<file path="src/rtl/radix2_div_iter.sv">
// Iterative 32-bit radix-2 divider controller: 16 two-bit steps through one radix2_linediv.
// Signed support is compiled in only when MIST1032SA_DIV_SIGNED_EN is defined.

// One CALC iteration: two restoring-division bit steps on a 31-bit partial remainder.
module radix2_linediv (
    input  logic [1:0]  iSOURCE_DIVIDEND,
    input  logic [31:0] iSOURCE_DIVISOR,
    input  logic [30:0] iSOURCE_R,
    output logic [1:0]  oOUT_DATA_Q,
    output logic [30:0] oOUT_DATA_R
);
    logic [31:0] w_t1;
    logic [31:0] w_t2;
    logic [30:0] w_r1;
    logic        w_q1;
    logic        w_q0;

    always_comb begin
        w_t1        = {iSOURCE_R, iSOURCE_DIVIDEND[1]};
        w_q1        = (w_t1 >= iSOURCE_DIVISOR);
        w_r1        = w_q1 ? 31'(w_t1 - iSOURCE_DIVISOR) : w_t1[30:0];
        w_t2        = {w_r1, iSOURCE_DIVIDEND[0]};
        w_q0        = (w_t2 >= iSOURCE_DIVISOR);
        oOUT_DATA_R = w_q0 ? 31'(w_t2 - iSOURCE_DIVISOR) : w_t2[30:0];
        oOUT_DATA_Q = {w_q1, w_q0};
    end
endmodule

module radix2_div_iter #(
    parameter int unsigned P_CALC_CYCLES = 16
) (
    input  logic        iCLOCK,
    input  logic        iRESET,
    input  logic        iREMOVE,
    input  logic        iDATA_REQ,
    output logic        oDATA_BUSY,
    input  logic        iDATA_SIGN,
    input  logic [31:0] iDATA_DIVIDEND,
    input  logic [31:0] iDATA_DIVISOR,
    output logic        oDATA_VALID,
    input  logic        iDATA_BUSY,
    output logic [31:0] oDATA_Q,
    output logic [31:0] oDATA_R
);
    localparam int unsigned LP_CNT_W = 4;
    localparam logic [LP_CNT_W-1:0] LP_LAST = LP_CNT_W'(P_CALC_CYCLES - 1);

    typedef enum logic [1:0] {ST_IDLE, ST_CALC, ST_FIX, ST_OUT} state_t;

    state_t              r_state;
    state_t              w_state_next;
    logic [LP_CNT_W-1:0] r_cnt;
    logic [30:0]         r_rem;
    logic [31:0]         r_shift;
    logic [31:0]         r_dvs;
    logic [31:0]         r_q;
    logic [31:0]         r_r;
    logic                r_valid;
    logic                r_busy;

    logic                w_sign_mode;
    logic                w_dvd_neg;
    logic                w_dvs_neg;
    logic [31:0]         w_dvd_mag;
    logic [31:0]         w_dvs_mag;
    logic                w_bp_ge;
    logic [31:0]         w_bp_q;
    logic [31:0]         w_bp_r;
    logic                w_start;
    logic                w_load_res;
    logic [31:0]         w_res_q;
    logic [31:0]         w_res_r;
    logic [1:0]          w_step_q;
    logic [30:0]         w_step_r;

`ifdef MIST1032SA_DIV_SIGNED_EN
    logic                r_signed;
    logic                r_qneg;
    logic                r_rneg;
    assign w_sign_mode = iDATA_SIGN;
`else
    logic                w_unused_sign;
    assign w_sign_mode   = 1'b0;
    assign w_unused_sign = iDATA_SIGN;
`endif

    assign w_dvd_neg = w_sign_mode & iDATA_DIVIDEND[31];
    assign w_dvs_neg = w_sign_mode & iDATA_DIVISOR[31];
    assign w_dvd_mag = w_dvd_neg ? 32'(-iDATA_DIVIDEND) : iDATA_DIVIDEND;
    assign w_dvs_mag = w_dvs_neg ? 32'(-iDATA_DIVISOR) : iDATA_DIVISOR;

    // Divisors >= 2^31 yield a quotient of 0 or 1, resolved by one compare with sign fix-up.
    always_comb begin
        w_bp_ge = (w_dvd_mag >= w_dvs_mag);
        w_bp_q  = {31'd0, w_bp_ge};
        w_bp_r  = w_bp_ge ? 32'(w_dvd_mag - w_dvs_mag) : w_dvd_mag;
        if (w_dvd_neg ^ w_dvs_neg) begin
            w_bp_q = 32'(-w_bp_q);
        end
        if (w_dvd_neg) begin
            w_bp_r = 32'(-w_bp_r);
        end
    end

    radix2_linediv u_step (
        .iSOURCE_DIVIDEND (r_shift[31:30]),
        .iSOURCE_DIVISOR  (r_dvs),
        .iSOURCE_R        (r_rem),
        .oOUT_DATA_Q      (w_step_q),
        .oOUT_DATA_R      (w_step_r)
    );

    always_ff @(posedge iCLOCK or posedge iRESET) begin
        if (iRESET) begin
            r_state <= ST_IDLE;
        end else begin
            r_state <= w_state_next;
        end
    end

    always_comb begin
        w_state_next = r_state;
        w_start      = 1'b0;
        w_load_res   = 1'b0;
        w_res_q      = r_q;
        w_res_r      = r_r;
        case (r_state)
            ST_IDLE: begin
                if (iDATA_REQ && !r_busy) begin
                    if (iDATA_DIVISOR == 32'd0) begin
                        w_load_res   = 1'b1;
                        w_res_q      = 32'hFFFF_FFFF;
                        w_res_r      = iDATA_DIVIDEND;
                        w_state_next = ST_OUT;
                    end else if (w_dvs_mag[31]) begin
                        w_load_res   = 1'b1;
                        w_res_q      = w_bp_q;
                        w_res_r      = w_bp_r;
                        w_state_next = ST_OUT;
                    end else begin
                        w_start      = 1'b1;
                        w_state_next = ST_CALC;
                    end
                end
            end
            ST_CALC: begin
                if (r_cnt == LP_LAST) begin
`ifdef MIST1032SA_DIV_SIGNED_EN
                    if (r_signed) begin
                        w_state_next = ST_FIX;
                    end else begin
                        w_load_res   = 1'b1;
                        w_res_q      = {r_shift[29:0], w_step_q};
                        w_res_r      = {1'b0, w_step_r};
                        w_state_next = ST_OUT;
                    end
`else
                    w_load_res   = 1'b1;
                    w_res_q      = {r_shift[29:0], w_step_q};
                    w_res_r      = {1'b0, w_step_r};
                    w_state_next = ST_OUT;
`endif
                end
            end
`ifdef MIST1032SA_DIV_SIGNED_EN
            ST_FIX: begin
                w_load_res   = 1'b1;
                w_res_q      = r_qneg ? 32'(-r_shift) : r_shift;
                w_res_r      = r_rneg ? 32'(-{1'b0, r_rem}) : {1'b0, r_rem};
                w_state_next = ST_OUT;
            end
`endif
            ST_OUT: begin
                if (!iDATA_BUSY) begin
                    w_state_next = ST_IDLE;
                end
            end
            default: w_state_next = ST_IDLE;
        endcase
        // Flush wins over acceptance and result consumption.
        if (iREMOVE) begin
            w_state_next = ST_IDLE;
            w_start      = 1'b0;
            w_load_res   = 1'b0;
        end
    end

    always_ff @(posedge iCLOCK or posedge iRESET) begin
        if (iRESET) begin
            r_cnt   <= '0;
            r_rem   <= '0;
            r_shift <= '0;
            r_dvs   <= '0;
            r_q     <= '0;
            r_r     <= '0;
            r_valid <= 1'b0;
            r_busy  <= 1'b0;
`ifdef MIST1032SA_DIV_SIGNED_EN
            r_signed <= 1'b0;
            r_qneg   <= 1'b0;
            r_rneg   <= 1'b0;
`endif
        end else begin
            r_valid <= (w_state_next == ST_OUT);
            r_busy  <= (w_state_next != ST_IDLE);
            if (w_load_res) begin
                r_q <= w_res_q;
                r_r <= w_res_r;
            end
            if (w_start) begin
                r_cnt   <= '0;
                r_rem   <= '0;
                r_shift <= w_dvd_mag;
                r_dvs   <= w_dvs_mag;
`ifdef MIST1032SA_DIV_SIGNED_EN
                r_signed <= w_sign_mode;
                r_qneg   <= w_dvd_neg ^ w_dvs_neg;
                r_rneg   <= w_dvd_neg;
`endif
            end else if (r_state == ST_CALC) begin
                r_cnt   <= r_cnt + LP_CNT_W'(1);
                r_rem   <= w_step_r;
                r_shift <= {r_shift[29:0], w_step_q};
            end
        end
    end

    assign oDATA_VALID = r_valid;
    assign oDATA_BUSY  = r_busy;
    assign oDATA_Q     = r_q;
    assign oDATA_R     = r_r;
endmodule

</file>
<file path="config.mk">
export PLATFORM = sky130hd
export DESIGN_NAME = radix2_div_iter
export DESIGN_NICKNAME = d
export VERILOG_FILES = /design/src/rtl/radix2_div_iter.sv
export SDC_FILE = /design/constraint.sdc
export NUM_CORES = 1
export LEC_CHECK = 0
export BUFFER_PORTS_ARGS = -buffer_cell sky130_fd_sc_hd__buf_2
export CORE_ASPECT_RATIO = 0.9
export CORE_UTILIZATION = 65
export DETAILED_ROUTE_END_ITERATION = 16
export PLACE_DENSITY = 0.93
export SLEW_MARGIN = 15
export SYNTH_ARGS = -nofsm -noshare
export SYNTH_HDL_FRONTEND = slang
export SYNTH_HIERARCHICAL = 1
export SYNTH_SLANG_ARGS = --single-unit
export TNS_END_PERCENT = 50
</file>
<file path="constraint.sdc">
create_clock -name iCLOCK -period 16.45 [get_ports iCLOCK]
set_input_delay 1.645 -clock iCLOCK [delete_from_list [all_inputs] [get_ports iCLOCK]]
set_output_delay 1.645 -clock iCLOCK [all_outputs]
set_load 0.02 [all_outputs]
</file>
# Word-level counts from Yosys, hierarchy flattened
# Index checks and enable logic that the tools add are counted.
# op_classes
eq_ne	7
n_mux	37
n_lt_le_gt_ge	3
n_reduce_logical	8
add_sub_neg	4
# ops
operator	n
two-way mux 32 bit	11
one-hot mux 32 bit (2 select lines)	2
two-way mux 31 bit	4
greater-or-equal comparator 32 bit	3
subtractor 31 bit	2
logical NOT 32 bit	1
subtractor 32 bit	1
two-way mux 2 bit	6
two-way mux 1 bit	10
two-way mux 4 bit	2
one-hot mux 2 bit (3 select lines)	1
nonzero test 2 bit	3
AND reduction 5 bit	1
adder 4 x 1 -> 4 bit (second input constant)	1
== test 2 bit (second input constant)	2
== test 4 bit (second input constant)	1
inequality test 2 bit (second input constant)	2
inequality test 3 bit (second input constant)	1
== test 2 x 1 -> 1 bit (second input constant)	1
logical NOT 2 bit	1
one-hot mux 1 bit (2 select lines)	1
logical AND 1 bit	1
logical NOT 1 bit	1
# totals
ff_bits	167
output_inout_bits	66
inputBits	70
word_cells	68

# Logic depth before layout (Yosys ltp)
# logic_depth
word_depth	6
mapped_depth	31
ltp_nobuf	28

# Modules after synthesis
# Netlist, hierarchy kept.
# modules_own_cells
module	n_inst	area_per_inst_um2	cells_per_inst	seq_area_each_um2
radix2_div_iter	1	8937.3	1055	4179.0
radix2_linediv	1	4171.5	599	0.0

# Worst setup path before layout
# Ideal clock, no wire load.
# synth_path
kind	register to register
start	reg r_shift[31]
end	reg r_r[29] (netlist: oDATA_R[29])
t_arrival_ns	5.272
required_ns	16.324
setup_ns	0.126
path_slack_ns	11.052
period_less_slack_ns	5.398
stages_incl_launch_ff	29
n_path_buf	2
path_cell_list	dfrtp_1 inv_1 ha_1 inv_1 fa_1 a21o_1 a221oi_2 o21ai_2 a211oi_2 o21ai_2 nor2_4 inv_4 buf_6 buf_8 o21ai_1 inv_1 ha_1 nor2b_1 o2111ai_1 a311oi_1 o21ba_2 o311ai_2 a21boi_1 o41ai_2 xnor2_1 mux2_1 or3_1 o21ai_0 nor3_2
# synth_via
elab_chain_cells	6
word_cells_on_any_way	8
cone_classes	2 x add/sub; 2 x order compare; 4 x mux
# synth_rtl
item	line_no	text
start, declared	54	logic [31:0] r_shift;
start signal, assigned	213	r_shift <= w_dvd_mag;
start signal, assigned	223	r_shift <= {r_shift[29:0], w_step_q};
greater-or-equal comparator 32 bit (*)	20	w_q1 = (w_t1 >= iSOURCE_DIVISOR);
net u_step.w_q1	15	logic w_q1;
two-way mux 31 bit (*)	21	w_r1 = w_q1 ? 31'(w_t1 - iSOURCE_DIVISOR) : w_t1[30:0];
subtractor 31 bit or greater-or-equal comparator 32 bit (tied branches)	24, 23	
two-way mux 31 bit (*)	24	oOUT_DATA_R = w_q0 ? 31'(w_t2 - iSOURCE_DIVISOR) : w_t2[30:0];
net w_step_r[29]	74	logic [30:0] w_step_r;
two-way mux 32 bit (*)	147	if (r_cnt == LP_LAST) begin
one-hot mux 32 bit (2 select lines) (*)	127	case (r_state)
end signal, assigned	208	r_r <= w_res_r;
end, declared	57	logic [31:0] r_r;
# The timed path passes the listed nets; every way through them passes the cells marked *. The select of a mux whose other input is x is not followed.
# A chain may end at the register's enable or synchronous reset.

# Final worst setup path
# layout_path
start	reg r_shift[31]
end	reg r_r[29] (netlist: oDATA_R[29])
# layout_via
elab_chain_cells	6
word_cells_on_any_way	8
cone_classes	2 x add/sub; 2 x order compare; 4 x mux
# layout_rtl
item	line_no	text
greater-or-equal comparator 32 bit	20	
net w_step_q[1]	73	logic [1:0] w_step_q;
two-way mux 31 bit	21	
greater-or-equal comparator 32 bit	23	w_q0 = (w_t2 >= iSOURCE_DIVISOR);
net w_step_q[0]	73	
two-way mux 31 bit	24	
net w_step_r[29]	74	
two-way mux 32 bit	147	
one-hot mux 32 bit (2 select lines)	127	
# The timed path passes the listed nets, and every way through them passes these cells. The select of a mux whose other input is x is not followed.

==> metrics.yaml <==
initial_core_util_pct: 67.37
layout-drive-gt1-share_pct: 13.23
worst_setup_path_start_kind: "register"
setup-tns-final_ps: 0
drt_wl_total_um: 39330
holdWs_ps: 475.2
vias: 13140
antenna_found_initial: 0
grt-ovfl-total: 0
seq_area_frac_synth_pct: 31.88
yosys-mux-area-fraction_pct: 3.245
dp_hpwl_um: 28470
synth_simple_gate_area_share_pct: 19.10
synth_edf_count: 0
die_y_um: 136.7
min_period_ps: 7150
fin_nets: 1906
yosysWarnings: 6
syn-cell-area_um2: 13110
fin_crit_sh_pct: 43.46
yosysTopAreaCellShare_pct: 31.88
async_reset_ff_share_pct: 100.0
drv_cap: 0
fp.dieW_um: 151.7
synth-adder-area-share_pct: 9.717
synth.avg_cell_area_um2: 7.926
dr.pass1.iters: 7
cp_data_arrival_time_ps: 7460
clk_pin_slew_ps: 70
first_iter_violations: 1373
wire_per_inst_um: 19.71
grt.total_usage_pct: 39.12
htreeDepth: 4
relSlewSlack_pct: 28.00
drc: 0
cts_tree: "done"
synth.distinct_cells: 79
synth-main-ff-cell: "dfrtp_1"
hold_viol_final: 0
synthXorXnorAreaFrac_pct: 5.412
cts_hold_buf: 0
syn-instance-count: 1654
cts_setup_buffers: 0
crit_fanout: 42
ys_ff_latch: 167
clockBufferDepth: 2
num_io_pins: 136
syn_nets: 1824
finalSetupViolCount: 0
std_cell_rows: 48
cts_buffers: 17
grt_max_degree: 114
yosys.area.top_type: "dfrtp_1"
worstPathRequired_ps: 16760
vias_per_cell: 6.585
hp-class: "reg -> reg"
synth-compound-area-share_pct: 25.10
clock_sinks: 167
synth_most_common_cell: "nand2_1"
post_cts_resized: 0
rsz0062_at_grt: "no"
synth_top_family_by_area: "compound AO/OA/AOI/OAI gates"
netlist_top_cells_area: "dfrtp_1 32%, ha_1 9.3%, nand2_1 8.2%"
core-area_um2: 19460
rrSetupSlack_ps: 9300
diodes: 0
insertion_delay_ps: 440
gp_congestion: 0.9739
postRouteAntennaNets: 0
grt_first_pass_wirelength_um: 62600
critPathKind: "reg -> reg"
skew_ps: 10.94
port_buffers: 134
status: "complete, no violations"
worstMarginPinSlew_ps: 1080
grt_pass1_vias: 12150
synth.top_cells.by_count: "285 x nand2_1, 186 x a21oi_1, 167 x dfrtp_1"
final-max-slew-violation-count: 0
max_freq_ghz: 0.1399
area_growth_pct: 10.28
cts_root_buffer: "clkbuf_16"
dieArea_um2: 20740
end_kind: "register"
## routing by layer
metal,global-route usage [%],part of all wire [%]
met4,16.83,4.0
met5,0,0
met2,59.92,45
met1,53.93,42
met3,7.600,9.5
## registers in the layout (all words and copies together), names as in the netlist
register / count
oDATA_VALID: 1
oDATA_R: 32
oDATA_BUSY: 1
oDATA_Q: 32
r_rem: 31
r_dvs: 32
r_shift: 32
r_state: 2
r_cnt: 4
## worst paths after layout
kind,from,end,cells past startpoint
min in group asynchronous,iRESET,r_shift[5],2
setup / recovery,r_shift[31],oDATA_R[29],25
hold / removal,oDATA_Q[3],oDATA_Q[3],2
hold reg to reg,oDATA_Q[3],oDATA_Q[3],2
setup reg to reg,r_shift[31],oDATA_R[29],25
max in group asynchronous,iRESET,r_dvs[21],3
## layout by cell type, fill, tap and decap left out, types with 19 or more instances in the layout
cell and n:
a21o_1 43, dfrtp_1 167, inv_1 90, nor3_1 22, xnor2_1 49, nor2_1 131, o221ai_1 22, a31oi_1 48
xor2_1 32, o21a_1 19, nand2_1 284, ha_1 97, o21ai_0 116, nand3_1 27, buf_2 134, a21oi_1 186
mux2_2 26
## layout make-up
cell class	count	area (µm²)
clock buffers	21	450.4
multi-input cells	1314	8243
flip-flops and latches	167	4179
repair buffers	143	738.2
well taps	250	312.8
inverters	93	359.1
clock inverters	8	173.9
fillers	1489	5002
## per-stage QoR
stage	instances	worst slack (ps)	area (µm²)	utilization, %
after floorplan	1654	10290	13110	-
after global placement	1967	9847	13830	71.08
after detailed placement	1967	9647	13830	71.08
after CTS	1996	9503	14460	74.29
after global routing	1996	9152	14460	74.29
final	1996	9300	14460	74.29
## kinds of logic after synthesis
logic type | after synthesis
AND/OR/NAND/NOR | 568
AO/OA/AOI/OAI | 527
buffers and inverters | 173
flip-flops | 167
adder cells (fa/ha/maj) | 100
XOR/XNOR | 81
multiplexers | 38
## critical path, stage by stage, from the launching register on
cell,delay [ps]
dfrtp_1,470
inv_1,120
ha_1,190
inv_1,70
fa_1,420
a21o_1,230
a221oi_2,340
o21ai_2,190
a211oi_2,360
o21ai_2,140
nor2_4,310
inv_4,280
o21ai_1,360
fa_1,310
nor2b_1,90
o31a_1,290
o31a_1,290
o21a_1,230
o21ai_2,200
o21ai_2,110
a31oi_4,540
inv_4,380
mux2_1,470
or3_1,400
o21ai_0,120
nor3_2,70
Power is not shown: default switching activity piles up to over one toggle a cycle in this logic, so the estimate is an artifact.
